## config.mk

```make
export PLATFORM = sky130hd
export DESIGN_NAME = keypad_entry_flat
export DESIGN_NICKNAME = d
export VERILOG_FILES = /design/src/rtl/keypad_entry_if.sv /design/src/rtl/keypad_entry.sv /design/src/flat_wrapper.sv
export SDC_FILE = /design/constraint.sdc
export NUM_CORES = 1
export LEC_CHECK = 0
export CAP_MARGIN = 30
export CORE_UTILIZATION = 50
export CTS_CLUSTER_SIZE = 20
export DETAILED_ROUTE_END_ITERATION = 6
export GPL_ROUTABILITY_DRIVEN = 0
export PLACE_DENSITY_LB_ADDON = 0.12
export SYNTH_ARGS = -nofsm -noshare
export SYNTH_HDL_FRONTEND = slang
export SYNTH_SLANG_ARGS = --single-unit
```

## constraint.sdc

```tcl
create_clock -name clk -period 2.41 [get_ports clk]
set_clock_uncertainty 0.05 [all_clocks]
set_input_delay 0.3615 -clock clk [delete_from_list [all_inputs] [get_ports clk]]
set_output_delay 0.3615 -clock clk [all_outputs]
set_load 0.005 [all_outputs]
```

## src/rtl/keypad_entry_if.sv

```systemverilog
// rtl/keypad_entry_if.sv - keypad code input and operand-entry outputs
interface keypad_entry_if;
  logic [3:0]  key_code;
  logic        clear_in;
  logic        key_strobe;
  logic [3:0]  key_value;
  logic [3:0]  cur_val;
  logic [2:0]  num_count;
  logic [15:0] num_flat;
  logic        entry_done;
  logic        entry_err;

  // Driver side: keypad decoder / round control
  modport master (
    output key_code,
    output clear_in,
    input  key_strobe,
    input  key_value,
    input  cur_val,
    input  num_count,
    input  num_flat,
    input  entry_done,
    input  entry_err
  );

  // Entry block side
  modport slave (
    input  key_code,
    input  clear_in,
    output key_strobe,
    output key_value,
    output cur_val,
    output num_count,
    output num_flat,
    output entry_done,
    output entry_err
  );
endinterface

```

## src/rtl/keypad_entry.sv

```systemverilog
// rtl/keypad_entry.sv - debounced keypad events assembled into four operands
module keypad_entry #(
  parameter int DEBOUNCE_CYCLES = 1000000,
  parameter int CNT_W           = 20,
  parameter int MAX_VAL         = 13
) (
  input  logic          clk,
  input  logic          rst,
  keypad_entry_if.slave kp
);

  typedef enum logic {
    COLLECT = 1'b0,
    DONE    = 1'b1
  } state_t;

  localparam logic [CNT_W-1:0] CNT_LAST = CNT_W'(DEBOUNCE_CYCLES - 1);
  localparam logic [7:0]       MAX_T    = 8'(MAX_VAL);
  localparam logic [3:0]       KEY_A    = 4'hA;
  localparam logic [3:0]       KEY_B    = 4'hB;
  localparam logic [3:0]       KEY_C    = 4'hC;

  // Debouncer state
  logic [3:0]       code_q;
  logic [3:0]       cand;
  logic [3:0]       accepted;
  logic [CNT_W-1:0] cnt;
  logic             strobe_q;
  logic [3:0]       value_q;

  // Entry state
  state_t      state;
  state_t      state_nxt;
  logic [3:0]  cur_q;
  logic [2:0]  count_q;
  logic [15:0] flat_q;
  logic        err_q;
  logic        done;

  // Decoded action for the current strobe
  logic        key_is_digit;
  logic [7:0]  digit_t;
  logic        do_clear;
  logic        do_digit;
  logic        do_commit;
  logic        do_back;
  logic        do_err;

  // One register stage on the keypad code before it is compared
  always_ff @(posedge clk or posedge rst) begin
    if (rst) begin
      code_q <= 4'd0;
    end else begin
      code_q <= kp.key_code;
    end
  end

  // Restart the stability count on any change; fire once when a new code settles
  always_ff @(posedge clk or posedge rst) begin
    if (rst) begin
      cand     <= 4'd0;
      accepted <= 4'd0;
      cnt      <= '0;
      strobe_q <= 1'b0;
      value_q  <= 4'd0;
    end else begin
      strobe_q <= 1'b0;
      if (code_q != cand) begin
        cand <= code_q;
        cnt  <= '0;
      end else if (cnt == CNT_LAST) begin
        // Counter parks here; the accepted compare blocks repeat events
        if (cand != accepted) begin
          accepted <= cand;
          strobe_q <= 1'b1;
          value_q  <= cand;
        end
      end else begin
        cnt <= cnt + CNT_W'(1);
      end
    end
  end

  assign key_is_digit = (value_q <= 4'd9);
  assign digit_t      = 8'(cur_q) * 8'd10 + 8'(value_q);

  // Classify the strobed key; clear_in overrides whatever the key asks for
  always_comb begin
    do_clear  = 1'b0;
    do_digit  = 1'b0;
    do_commit = 1'b0;
    do_back   = 1'b0;
    do_err    = 1'b0;
    if (kp.clear_in) begin
      do_clear = 1'b1;
    end else if (strobe_q) begin
      if (value_q == KEY_C) begin
        do_clear = 1'b1;
      end else if (state == DONE) begin
        // Operand set is complete: editing keys are rejected, D-F ignored
        do_err = key_is_digit || (value_q == KEY_A) || (value_q == KEY_B);
      end else if (key_is_digit) begin
        if (digit_t <= MAX_T) begin
          do_digit = 1'b1;
        end else begin
          do_err = 1'b1;
        end
      end else if (value_q == KEY_A) begin
        if (cur_q != 4'd0) begin
          do_commit = 1'b1;
        end else begin
          do_err = 1'b1;
        end
      end else if (value_q == KEY_B) begin
        do_back = 1'b1;
      end
    end
  end

  // FSM state register
  always_ff @(posedge clk or posedge rst) begin
    if (rst) begin
      state <= COLLECT;
    end else begin
      state <= state_nxt;
    end
  end

  // FSM next state: the fourth commit completes entry, any clear restarts it
  always_comb begin
    state_nxt = state;
    if (do_clear) begin
      state_nxt = COLLECT;
    end else if (do_commit && (count_q == 3'd3)) begin
      state_nxt = DONE;
    end
  end

  // FSM outputs
  always_comb begin
    done = (state == DONE);
  end

  // Operand datapath and the error pulse that trails the rejected strobe
  always_ff @(posedge clk or posedge rst) begin
    if (rst) begin
      cur_q   <= 4'd0;
      count_q <= 3'd0;
      flat_q  <= 16'd0;
      err_q   <= 1'b0;
    end else begin
      err_q <= do_err;
      if (do_clear) begin
        cur_q   <= 4'd0;
        count_q <= 3'd0;
        flat_q  <= 16'd0;
      end else if (do_digit) begin
        cur_q <= digit_t[3:0];
      end else if (do_commit) begin
        flat_q[{count_q[1:0], 2'b00} +: 4] <= cur_q;
        count_q <= count_q + 3'd1;
        cur_q   <= 4'd0;
      end else if (do_back) begin
        cur_q <= cur_q / 4'd10;
      end
    end
  end

  assign kp.key_strobe = strobe_q;
  assign kp.key_value  = value_q;
  assign kp.cur_val    = cur_q;
  assign kp.num_count  = count_q;
  assign kp.num_flat   = flat_q;
  assign kp.entry_done = done;
  assign kp.entry_err  = err_q;

endmodule

```

## src/flat_wrapper.sv

```systemverilog
// flat-port wrapper written by rule: the top's interface ports become plain ports
module keypad_entry_flat 
#(
  parameter int DEBOUNCE_CYCLES = 1000000,
  parameter int CNT_W           = 20,
  parameter int MAX_VAL         = 13
)
  (clk, rst, kp_key_code, kp_clear_in, kp_key_strobe, kp_key_value, kp_cur_val, kp_num_count, kp_num_flat, kp_entry_done, kp_entry_err);
  keypad_entry_if kp_i ();
  input  logic clk;
  input  logic rst;
  input wire logic [$bits(kp_i.key_code)-1:0] kp_key_code;
  input wire logic [$bits(kp_i.clear_in)-1:0] kp_clear_in;
  output wire logic [$bits(kp_i.key_strobe)-1:0] kp_key_strobe;
  output wire logic [$bits(kp_i.key_value)-1:0] kp_key_value;
  output wire logic [$bits(kp_i.cur_val)-1:0] kp_cur_val;
  output wire logic [$bits(kp_i.num_count)-1:0] kp_num_count;
  output wire logic [$bits(kp_i.num_flat)-1:0] kp_num_flat;
  output wire logic [$bits(kp_i.entry_done)-1:0] kp_entry_done;
  output wire logic [$bits(kp_i.entry_err)-1:0] kp_entry_err;
  assign kp_i.key_code = kp_key_code;
  assign kp_i.clear_in = kp_clear_in;
  assign kp_key_strobe = kp_i.key_strobe;
  assign kp_key_value = kp_i.key_value;
  assign kp_cur_val = kp_i.cur_val;
  assign kp_num_count = kp_i.num_count;
  assign kp_num_flat = kp_i.num_flat;
  assign kp_entry_done = kp_i.entry_done;
  assign kp_entry_err = kp_i.entry_err;
  keypad_entry #(.DEBOUNCE_CYCLES(DEBOUNCE_CYCLES), .CNT_W(CNT_W), .MAX_VAL(MAX_VAL)) u_core (.clk(clk), .rst(rst), .kp(kp_i));
endmodule
```

After elaboration in Yosys (flattened, before gate mapping)
Cells that the tools add are included.
Cells by class
  bitwise gates (word level): 1
  shift-type cells: 2
  mux-type cells: 49
  equal/unequal tests: 9
  reduce and logical (&&, ||, !) cells: 9
  magnitude comparators: 2
  multiply operators: 1
  divide/modulo/power cells: 1
  add/sub/neg operators: 4
Operator list (number)
  16-bit two-way mux: 3
  20-bit two-way mux: 2
  1-bit two-way mux: 36
  20-bit by 1-bit adder with 20-bit output (second input constant): 1
  20-bit == test (second input constant): 1
  16-bit bitwise mux: 1
  4-bit two-way mux: 4
  4-bit by 6-bit variable shift with 16-bit output (first input constant): 1
  4-bit by 6-bit variable part select with 16-bit output: 1
  4-bit == test (second input constant): 3
  3-bit two-way mux: 3
  8-bit by 4-bit adder with 8-bit output: 1
  8-bit by 4-bit <= comparator with 1-bit output (second input constant): 1
  4-bit != test: 2
  4-bit nonzero test: 2
  4-bit by 3-bit multiplier with 7-bit output (second input constant): 1
  4-bit negation with 6-bit output: 1
  4-bit by 4-bit divider with 4-bit output (second input constant): 1
  4-bit <= comparator (second input constant): 1
  2-bit by 1-bit != test with 1-bit output (second input constant): 2
  2-bit nonzero test: 2
  3-bit by 1-bit adder with 3-bit output (second input constant): 1
  3-bit by 2-bit == test with 1-bit output (second input constant): 1
  3-bit AND reduction: 1
  other kinds (4): 5
Word-level totals
  bits in registers: 58
  input port bits: 7
  logic and storage cells: 88
  output and inout port bits: 30

Depth between registers and ports, before layout
Gate-level depths: netlist (run 1).
  word-level depth: 12
  depth in mapped cells: 9
  depth with buffers taken out: 9

Worst setup path after synthesis (run 1)
Ideal clock, no wire load.
  path type: reg2reg
  from: register u_core.cur_q[1], in the netlist u_core.kp.cur_val[1]
  to: register u_core.cur_q[0], in the netlist u_core.kp.cur_val[0]
  clock period less this slack: 2.612 ns
  buffers on the path: 0
  arrival: 2.430 ns
  stages on the path, launching flop included: 9
  setup time: 0.131 ns
  slack: -0.202 ns
  data required time: 2.229 ns
  path through: dfrtp_1 -> ha_1 -> ha_1 -> inv_1 -> fa_1 -> nor4b_1 -> o2bb2ai_1 -> a2111oi_0 -> or3_1
On the way
  cells in the longest elaborated chain, start to end: 11
  elaborated cells on any way between the ends: 23
  those cells by class: add/sub: 1; mul: 1; div: 1; order compare: 1; mux: 17; reduce/logical: 2
Ends and longest elaborated chain
  start: declaration: RTL line keypad_entry.sv:34  | logic [3:0] cur_q;
  start signal: assignment: RTL line keypad_entry.sv:158  | cur_q <= digit_t[3:0];
  start signal: assignment: RTL line keypad_entry.sv:164  | cur_q <= cur_q / 4'd10;
  4-bit by 3-bit multiplier with 7-bit output or 4-bit nonzero test (tied branches): RTL line keypad_entry.sv:85, keypad_entry.sv:109
  8-bit by 4-bit adder with 8-bit output or 1-bit two-way mux (tied branches): RTL line keypad_entry.sv:85, keypad_entry.sv:109
  8-bit by 4-bit <= comparator with 1-bit output or 1-bit two-way mux (tied branches): RTL line keypad_entry.sv:103, keypad_entry.sv:108
  1-bit two-way mux, on equally long branches: RTL line keypad_entry.sv:103, keypad_entry.sv:102
  1-bit two-way mux, on equally long branches: RTL line keypad_entry.sv:102, keypad_entry.sv:99
  1-bit two-way mux, on equally long branches: RTL line keypad_entry.sv:99, keypad_entry.sv:97
  1-bit two-way mux, on equally long branches: RTL line keypad_entry.sv:97, keypad_entry.sv:96
  1-bit two-way mux, on equally long branches: RTL line keypad_entry.sv:96, keypad_entry.sv:94
  1-bit two-way mux or 4-bit two-way mux (tied branches): RTL line keypad_entry.sv:94, keypad_entry.sv:159
  4-bit two-way mux: RTL line keypad_entry.sv:157  | end else if (do_digit) begin
  4-bit two-way mux: RTL line keypad_entry.sv:153  | if (do_clear) begin
Parallel ways exist; a longest one is shown, timed or not. The select of a mux whose other input is x is not followed.
A chain may end at the register's enable or synchronous reset.

Worst setup path in the final report (run 1)
Ends and elaborated chain as after synthesis.

==> impl_metrics.py, run 1 <==
metrics = {
    "outcome": {
        "status": "complete, no violations",
    },
    "timing": {
        "setup_viol": 0,
        "tightest_slew_ns": 0.494,
        "whs_ns": 0.327,
        "relSlewSlack_pct": 67.0,
        "max_freq_mhz": 418,
        "tns_ns": 0,
        "drv_slew": 0,
        "rsz0062_at_grt": "yes",
        "final.period_utilization_pct": 99.2,
        "fin_crit_ns": 2.39,
        "hold_viol_final": 0,
    },
    "synthesis": {
        "ys_warn_count": 0,
        "synth_ff_type": "dfrtp_1",
        "synth_edf_count": 0,
        "synth_area_um2": 3050,
        "avgSynthCellArea_um2": 10.0,
        "synthCells": 304,
        "synth-async-reset-ratio_pct": 100,
        "synth_seq_cells": 58,
        "synth_cell_types": 51,
        "syn_nets": 326,
        "synth-seq-area-share_pct": 47.5,
    },
    "routing": {
        "met1Wirelength_um": 2900,
        "drc": 0,
        "wire_per_inst_um": 14.5,
        "via_per_inst": 5.46,
        "drtAntennaViolNets": 0,
        "top_layer": "met4",
        "wl_met3_um": 218,
        "wl_um": 6320,
        "routed-wl-met2_um": 3060,
        "drtIter0Drc": 97,
        "drt-pass1-iter-count": 4,
        "num_vias": 2381,
    },
    "finish": {
        "layout_commonest_cell": "dfrtp_1",
        "drive_above_1_share_pct": 15.5,
        "fill_cells": 487,
        "final_cell_mix": "dfrtp_1, nand2_1, clkdlybuf4s50_1",
        "n_antenna_cell": 0,
        "nets": 378,
        "stdcell_count": 436,
        "syn_to_final_growth_pct": 26.7,
        "final_area_um2": 3870,
        "fin_util_pct": 65.3,
    },
    "setup_path": {
        "cp-start-kind": "flip-flop",
        "r2r_slack_ns": 0.02,
        "worstRegToRegCells": 9,
        "r2r-end": "u_core.kp.cur_val[0]",
        "worstPathRequired_ns": 2.58,
        "crit_arrival_ns": 2.56,
        "critPathKind": "reg2reg",
        "path_max_fanout": 4,
        "r2r-start": "u_core.kp.cur_val[1]",
        "cp-end-kind": "flip-flop",
    },
    "floorplan": {
        "ioPinCount": 37,
        "start_util_pct": 51.6,
        "die_w_um": 80.1,
        "fp.dieH_um": 80.1,
        "row_count": 28,
        "core_area_um2": 5920,
        "die_area_um2": 6420,
    },
    "place": {
        "postPlaceCellArea_um2": 3610,
        "io_buffers": 36,
        "dp_hpwl_um": 4310,
        "dp.cells": 420,
    },
    "clocking": {
        "cts-htree-levels": 3,
        "cts_tree": "built",
        "cts-root-buf": "clkbuf_8",
        "insertion_delay_ns": 0.34,
        "cts_buffer_depth": 2,
        "cts_made_buffers": 9,
        "clk_pin_slew_worst_paths_ns": 0.06,
        "numClockSinks": 58,
    },
    "global_route": {
        "antenna_found_initial": 0,
        "grt_pass1_vias": 2352,
        "grt_max_degree": 25,
        "grt_pass1_wl_um": 10800,
        "overflow": 0,
        "grt.total_usage_pct": 22.4,
    },
    "power": {
        "combPwrFrac_pct": 3.4,
        "cellLeakagePower_nw": 1.62,
        "power_frac_seq_pct": 48.0,
        "ir_drop_mv": 0.394,
        "switchingPower_uw": 443,
        "powerDensity_nw_per_um2": 532,
        "internal_power_mw": 1.61,
        "clkPwrFrac_pct": 48.6,
        "sw_frac_of_total_pct": 21.5,
    },
    "job": {
        "maxCapViolCount": 0,
    },
    "hold_path": {
        "hp-class": "in2async",
    },
}
-- power by group through the flow --
stage	clock [mW]	combinational [mW]	sequential, mW
2_1_floorplan	0	0.0453	1.01
3_3_place_gp	0	0.0702	1.01
3_5_place_dp	0	0.0713	1.01
4_1_cts	1.02	0.0725	0.988
5_1_grt	1.06	0.0799	0.989
6_report	1.00	0.0700	0.988
-- routing by layer --
layer  up-vias  GRT usage (%)
li1       1172              -
met4         0           10.7
met1      1146           29.3
met5         -              0
met2        52           36.5
met3        11           3.41
-- worst max-delay path by stage --
| stage | slack (ns) | from | depth (start not counted) | end |
|---|---|---|---|---|
| 6_report | 0.02 | u_core.kp.cur_val[1] | 9 | u_core.kp.cur_val[0] |
| 3_3_place_gp | 0.01 | u_core.kp.cur_val[3] | 8 | u_core.kp.cur_val[0] |
| 3_5_place_dp | -0.03 | u_core.kp.cur_val[3] | 8 | u_core.kp.cur_val[0] |
| 4_1_cts | 0.01 | u_core.kp.cur_val[1] | 9 | u_core.kp.cur_val[0] |
| 5_1_grt | -0.07 | u_core.kp.cur_val[3] | 8 | u_core.kp.cur_val[0] |
| 2_1_floorplan | 0.004 | u_core.kp.cur_val[1] | 8 | u_core.kp.cur_val[0] |
-- stage by stage --
step                power (mW)  setup WS [ns]
floorplan                 1.05        0.00430
global placement          1.08         0.0138
detailed placement        1.08        -0.0343
CTS                       2.08         0.0144
global route              2.13        -0.0703
finish                    2.06         0.0192
-- critical path: stages, from the launching register on --
cell and delay (ns):
dfrtp_2 0.43, ha_4 0.28, ha_4 0.12, inv_2 0.03
fa_2 0.36, xor2_2 0.19, o2111ai_2 0.17, o2bb2ai_2 0.22
a2111oi_0 0.12, or3_1 0.31
-- sequential cells by signal (all words and copies together) (netlist names) --
register              cells
u_core.code_q             4
u_core.kp.num_count       3
u_core.kp.key_strobe      1
u_core.kp.cur_val         4
u_core.kp.entry_done      1
u_core.cnt               20
u_core.kp.entry_err       1
u_core.kp.num_flat       16
u_core.cand               4
u_core.accepted           4
-- synthesized netlist by cell type (all sizes together), types with 9 or more instances --
| cell | number | area share [%] |
|---|---|---|
| nor2 | 22 | 2.7 |
| xor2 | 13 | 3.7 |
| o21ai | 23 | 3.8 |
| inv | 17 | 2.1 |
| dfrtp | 58 | 48 |
| xnor2 | 12 | 3.4 |
| a21oi | 13 | 2.1 |
| nand3 | 9 | 1.5 |
| nand2 | 39 | 4.8 |
| ha | 13 | 5.3 |
-- final cells by class --
cell class / count / area [um2] / area share (%)
multi-input combinational: 217 / 1550 / 40.1
sequential: 58 / 1450 / 37.6
timing repair buffer: 53 / 488 / 12.6
clock buffer: 11 / 141 / 3.65
tap: 75 / 93.8 / 2.43
clock inverter: 5 / 77.6 / 2.01
inverter: 17 / 63.8 / 1.65
-- kinds of logic (layout without fill, tap and decap cells) --
family	after synthesis	after routing	share of synthesized area, %
AO/OA/AOI/OAI	57	57	11.7
XOR/XNOR	25	25	7.17
adder cells (fa/ha/maj)	15	15	6.64
buffers and inverters	29	86	4.10
flip-flops	58	58	47.5
multiplexers	5	5	1.68
AND/OR/NAND/NOR	115	115	21.1
-- what timing repair did --
item                                   in CTS  in global routing
endpoints found under the hold margin       0                  0
gates resized for setup                     2                  5
cloned                                      0                  0
setup buffers                               0                  0
pin swaps                                   1                  3
setup endpoints to repair                   1                  4
hold buffers                                0                  0
Power figures use the tool's default switching activity.
==> inputs of run 2 (changes only) <==
--- a/config.mk
+++ b/config.mk
@@ -6,7 +6,7 @@
 export NUM_CORES = 1
 export LEC_CHECK = 0
 export CAP_MARGIN = 30
-export CORE_UTILIZATION = 50
+export CORE_UTILIZATION = 60
 export CTS_CLUSTER_SIZE = 20
 export DETAILED_ROUTE_END_ITERATION = 6
 export GPL_ROUTABILITY_DRIVEN = 0
==> constraint.sdc (replaced) <==
create_clock -name clk -period 2.9 [get_ports clk]
set_clock_uncertainty 0.05 [all_clocks]
set_input_delay 0.435 -clock clk [delete_from_list [all_inputs] [get_ports clk]]
set_output_delay 0.435 -clock clk [all_outputs]
set_load 0.005 [all_outputs]
==> run 2 against run 1 <==
Effect of this change:
- setup slack gained 0.16 ns
- global-route usage up 4.7 points
- final area shrank 4.7%
- utilization increased by 11 points
- clock power fell by 25%
- flip-flop and latch count stayed put
- clock-buffer cell count shrank 1
- die area shrank 16%
- non-clock buffer count decreased by 9
- worst hold slack better by 0.015 ns
- register-to-register slack better by 0.16 ns
- largest cell class unchanged
- largest power group is now registers
==> impl_metrics.py, run 2 (same netlist as run 1, synthesis figures left out) <==
metrics = {
    "clocking": {
        "cts-root-buf": "clkbuf_8",
        "post_cts_buffers": 0,
        "cts_hold_buf": 0,
        "cts_made_buffers": 9,
        "cts_buffer_depth": 2,
        "clk_pin_slew_worst_paths_ns": 0.07,
        "insertion_delay_ns": 0.34,
        "cts_tree": "built",
        "numClockSinks": 58,
        "cts_resized": 0,
        "cts-htree-levels": 3,
    },
    "routing": {
        "wl_um": 6480,
        "num_vias": 2404,
        "drtIter0Drc": 192,
        "drtAntennaViolNets": 0,
        "wire_per_inst_um": 15.5,
        "drt-pass1-iter-count": 7,
        "drc": 0,
        "via_per_inst": 5.75,
    },
    "hold_path": {
        "whs_endpoint": "u_core.cand[0]",
        "hp-start": "u_core.code_q[0]",
        "hold_depth": 0,
        "hp-class": "reg2reg",
    },
    "finish": {
        "drive_above_1_share_pct": 9.69,
        "nets": 369,
        "fin_util_pct": 76.6,
        "stdcell_count": 418,
        "final_area_um2": 3690,
        "largest-register": "u_core.cnt",
        "final_cell_mix": "dfrtp_1, nand2_1, clkdlybuf4s50_1",
        "syn_to_final_growth_pct": 20.8,
        "largest_register_ffs": 20,
        "n_antenna_cell": 0,
        "layout_commonest_cell": "dfrtp_1",
    },
    "global_route": {
        "grt_pass1_vias": 2296,
        "use_met3_pct": 8.09,
        "top_usage_layer": "met2",
        "overflow": 0,
        "gr-usage-met2_pct": 44.1,
        "use_met1_pct": 33.9,
        "grt.total_usage_pct": 27.1,
        "grt_max_degree": 27,
        "grt_pass1_wl_um": 10800,
        "antenna_found_initial": 0,
    },
    "place": {
        "place_ws_ns": 0.312,
        "io_buffers": 36,
        "dp_hpwl_um": 4220,
        "dp.cells": 403,
        "postPlaceCellArea_um2": 3500,
    },
    "setup_path": {
        "cp-end-kind": "flip-flop",
        "cp-start-kind": "flip-flop",
        "r2r-end": "u_core.kp.cur_val[0]",
        "worstPathRequired_ns": 3.13,
        "r2r_slack_ns": 0.18,
        "slowest_stage": "a2111oi_0",
        "crit_arrival_ns": 2.95,
        "path_max_fanout": 8,
        "r2r-start": "u_core.kp.cur_val[0]",
        "cp_cell_sequence": "buf_4 -> ha_1 -> fa_1 -> xnor2_1 -> o31ai_1 -> a21oi_1 -> a2111oi_0 -> or3_1",
        "slowest_delay_ns": 0.55,
        "critPathKind": "reg2reg",
        "worstRegToRegCells": 8,
    },
    "floorplan": {
        "die_w_um": 73.3,
        "die_area_um2": 5380,
        "row_count": 25,
        "ioPinCount": 37,
        "core_area_um2": 4820,
        "start_util_pct": 63.4,
        "fp.dieH_um": 73.3,
    },
    "timing": {
        "setup_ws_ns": 0.178,
        "max_freq_mhz": 367,
        "relSlewSlack_pct": 56.1,
        "hold_viol_final": 0,
        "whs_ns": 0.342,
        "tightest_slew_ns": 0.652,
        "rsz0062_at_grt": "no",
        "setup_viol": 0,
        "final.period_utilization_pct": 93.9,
        "tns_ns": 0,
        "drv_slew": 0,
        "fin_crit_ns": 2.72,
    },
    "power": {
        "finalPower_mw": 1.62,
        "cellLeakagePower_nw": 1.55,
        "powerDensity_nw_per_um2": 440,
        "ir_drop_mv": 0.380,
    },
    "job": {
        "maxCapViolCount": 0,
    },
    "outcome": {
        "status": "complete, no violations",
    },
}
run 2: changes by cell type in the layout (fill, tap and decap cells not counted), moves of 2 or more:
cell	before	now
ha_4	2	0
buf_4	17	8
dfrtp_1	56	58
fa_2	2	0
dfrtp_2	2	0
ha_1	11	13
fa_1	0	2
run 2: power breakdown:
| group | total (mW) | internal, mW | switching [mW] |
|---|---|---|---|
| clock | 0.746 | 0.412 | 0.334 |
| combinational | 0.0547 | 0.0196 | 0.0351 |
| sequential | 0.822 | 0.815 | 0.00616 |
| total | 1.62 | 1.25 | 0.375 |
run 2: routing by layer:
metal	wire length, um	share of wire [%]
met1	2840	44
met2	3210	49
met3	305	4.7
met4	124	1.9
met5	0	0
run 2: how the worst max path moves through the flow:
| stage | slack, ns | startpoint | endpoint | cells after the start |
|---|---|---|---|---|
| after CTS | 0.22 | u_core.kp.cur_val[1] | u_core.kp.cur_val[0] | 8 |
| after floorplan | 0.29 | u_core.kp.cur_val[1] | u_core.kp.cur_val[0] | 8 |
| final | 0.18 | u_core.kp.cur_val[0] | u_core.kp.cur_val[0] | 8 |
| after global placement | 0.37 | u_core.kp.cur_val[1] | u_core.kp.cur_val[0] | 8 |
| after detailed placement | 0.31 | u_core.kp.cur_val[1] | u_core.kp.cur_val[0] | 8 |
| after global routing | 0.08 | u_core.kp.cur_val[1] | u_core.kp.cur_val[0] | 8 |
run 2: critical path: cells and delay by family (launching register included):
kind,cells,cell delay [ns]
compound gates,3,0.96
buf+inv,1,0.18
xor+xnor,1,0.18
flops,1,0.38
simple gates,1,0.20
fa+ha+maj,2,0.70
run 2: area by class of cell:
class / count / area (um2)
multi-input cells: 217 / 1480
inverters: 17 / 63.8
clock inverters: 5 / 55.1
well taps: 67 / 83.8
flip-flops and latches: 58 / 1450
repair buffers: 44 / 420
fillers: 369 / 1130
clock buffers: 10 / 138
==> inputs of run 3 (changes only) <==
--- a/config.mk
+++ b/config.mk
@@ -6,6 +6,7 @@
 export NUM_CORES = 1
 export LEC_CHECK = 0
 export CAP_MARGIN = 30
+export CORE_MARGIN = 2
 export CORE_UTILIZATION = 60
 export CTS_CLUSTER_SIZE = 20
 export DETAILED_ROUTE_END_ITERATION = 6
==> run 3 against run 2 <==
Effect of this change:
- total power increased by 5.0%
- first-iteration DRC count fell by 26%
- fmax grew 4.8%
- clock power rose by 11%
- worst hold slack better by 0.0022 ns
- wire length fell by 6.6%
- final area up 0.71%
- largest cell class unchanged
==> impl_metrics.py, run 3 (same netlist as run 1, synthesis figures left out) <==
metrics = {
    "timing": {
        "relSlewSlack_pct": 60.0,
        "tightest_slew_ns": 0.595,
        "fin_crit_ns": 2.60,
        "setup_viol": 0,
        "hold_viol_final": 0,
        "tns_ns": 0,
        "max_freq_mhz": 385,
        "drv_slew": 0,
        "rsz0062_at_grt": "no",
        "final.period_utilization_pct": 89.6,
    },
    "global_route": {
        "grt_pass1_wl_um": 10500,
        "grt.total_usage_pct": 24.7,
        "grt_max_degree": 23,
        "antenna_found_initial": 0,
        "overflow": 0,
        "grt_pass1_vias": 2336,
    },
    "finish": {
        "nets": 369,
        "drive_above_1_share_pct": 9.66,
        "fin_util_pct": 77.1,
        "layout_commonest_cell": "dfrtp_1",
        "final_cell_mix": "dfrtp_1, nand2_1, clkdlybuf4s50_1",
        "largest_register_ffs": 20,
        "largest-register": "u_core.cnt",
        "n_antenna_cell": 0,
        "syn_to_final_growth_pct": 21.7,
    },
    "setup_path": {
        "path_max_fanout": 4,
        "cp-end-kind": "flip-flop",
        "critPathKind": "reg2reg",
        "r2r_slack_ns": 0.30,
        "worstPathRequired_ns": 3.06,
        "cp-start-kind": "flip-flop",
        "crit_arrival_ns": 2.76,
    },
    "floorplan": {
        "start_util_pct": 63.4,
        "die_area_um2": 5670,
        "row_count": 25,
        "core_area_um2": 4820,
        "die_w_um": 75.3,
        "fp.dieH_um": 75.3,
        "ioPinCount": 37,
    },
    "clocking": {
        "post_cts_buffers": 0,
        "cts_made_buffers": 9,
        "cts_hold_buf": 0,
        "cts-htree-levels": 3,
        "cts_buffer_depth": 2,
        "numClockSinks": 58,
        "clk_pin_slew_worst_paths_ns": 0.07,
        "cts_tree": "built",
        "insertion_delay_ns": 0.34,
        "cts-root-buf": "clkbuf_8",
        "cts_resized": 0,
    },
    "routing": {
        "drtAntennaViolNets": 0,
        "wl_met3_um": 224,
        "drt-pass1-iter-count": 5,
        "drtIter0Drc": 142,
        "wire_per_inst_um": 14.4,
        "top_layer": "met4",
        "routed-wl-met2_um": 3130,
        "met1Wirelength_um": 2610,
        "wl_um": 6050,
        "via_per_inst": 5.56,
        "drc": 0,
        "num_vias": 2328,
    },
    "power": {
        "ir_drop_mv": 0.512,
        "cellLeakagePower_nw": 1.56,
        "powerDensity_nw_per_um2": 458,
    },
    "outcome": {
        "status": "complete, no violations",
    },
    "hold_path": {
        "hp-class": "reg2reg",
    },
    "place": {
        "io_buffers": 36,
        "dp_hpwl_um": 4330,
    },
    "job": {
        "maxCapViolCount": 0,
    },
}
-- run 3: final timing paths --
check                                     start                     to  cells after the start
hold / removal                 u_core.code_q[2]         u_core.cand[2]                      0
max in group asynchronous                   rst    u_core.kp.entry_err                      3
setup / recovery           u_core.kp.cur_val[1]   u_core.kp.cur_val[0]                      8
setup reg to reg           u_core.kp.cur_val[1]   u_core.kp.cur_val[0]                      8
min in group asynchronous                   rst  u_core.kp.num_flat[9]                      2
hold reg to reg                u_core.code_q[2]         u_core.cand[2]                      0
-- run 3: per-layer routing --
| metal | up-vias | global-route usage (%) |
|---|---|---|
| met3 | 13 | 4.89 |
| met1 | 1116 | 30.0 |
| met5 | - | 0 |
| met2 | 39 | 43.1 |
| li1 | 1160 | - |
| met4 | 0 | 9.94 |
-- run 3: where the power goes --
| part | internal, mW | switching, mW |
|---|---|---|
| clock | 0.504 | 0.323 |
| sequential | 0.815 | 0.00605 |
| combinational | 0.0195 | 0.0345 |
| total | 1.34 | 0.364 |
-- run 3: area by class of cell --
cell class | count | area (um2)
clock buffers | 11 | 141
clock inverters | 5 | 77.6
fillers | 361 | 1100
multi-input cells | 217 | 1480
well taps | 67 | 83.8
inverters | 17 | 63.8
repair buffers | 44 | 420
flip-flops and latches | 58 | 1450
-- run 3: critical path: stages (launching register included) --
cell	delay, ns
dfrtp_1	0.38
ha_1	0.29
ha_1	0.21
inv_1	0.07
fa_1	0.43
nor4b_1	0.30
o2bb2ai_1	0.23
a2111oi_0	0.17
or3_1	0.36
-- run 3: stage by stage --
stage	instances	hold slack (ns)	cell area (um2)	total power [mW]	setup slack, ns
after detailed placement	403	0.333	3500	0.892	0.334
after floorplan	304	0.399	3050	0.873	0.288
after global routing	419	0.354	3710	1.75	0.193
after CTS	419	0.347	3710	1.71	0.308
final	419	0.345	3710	1.70	0.302
after global placement	403	0.327	3500	0.890	0.371
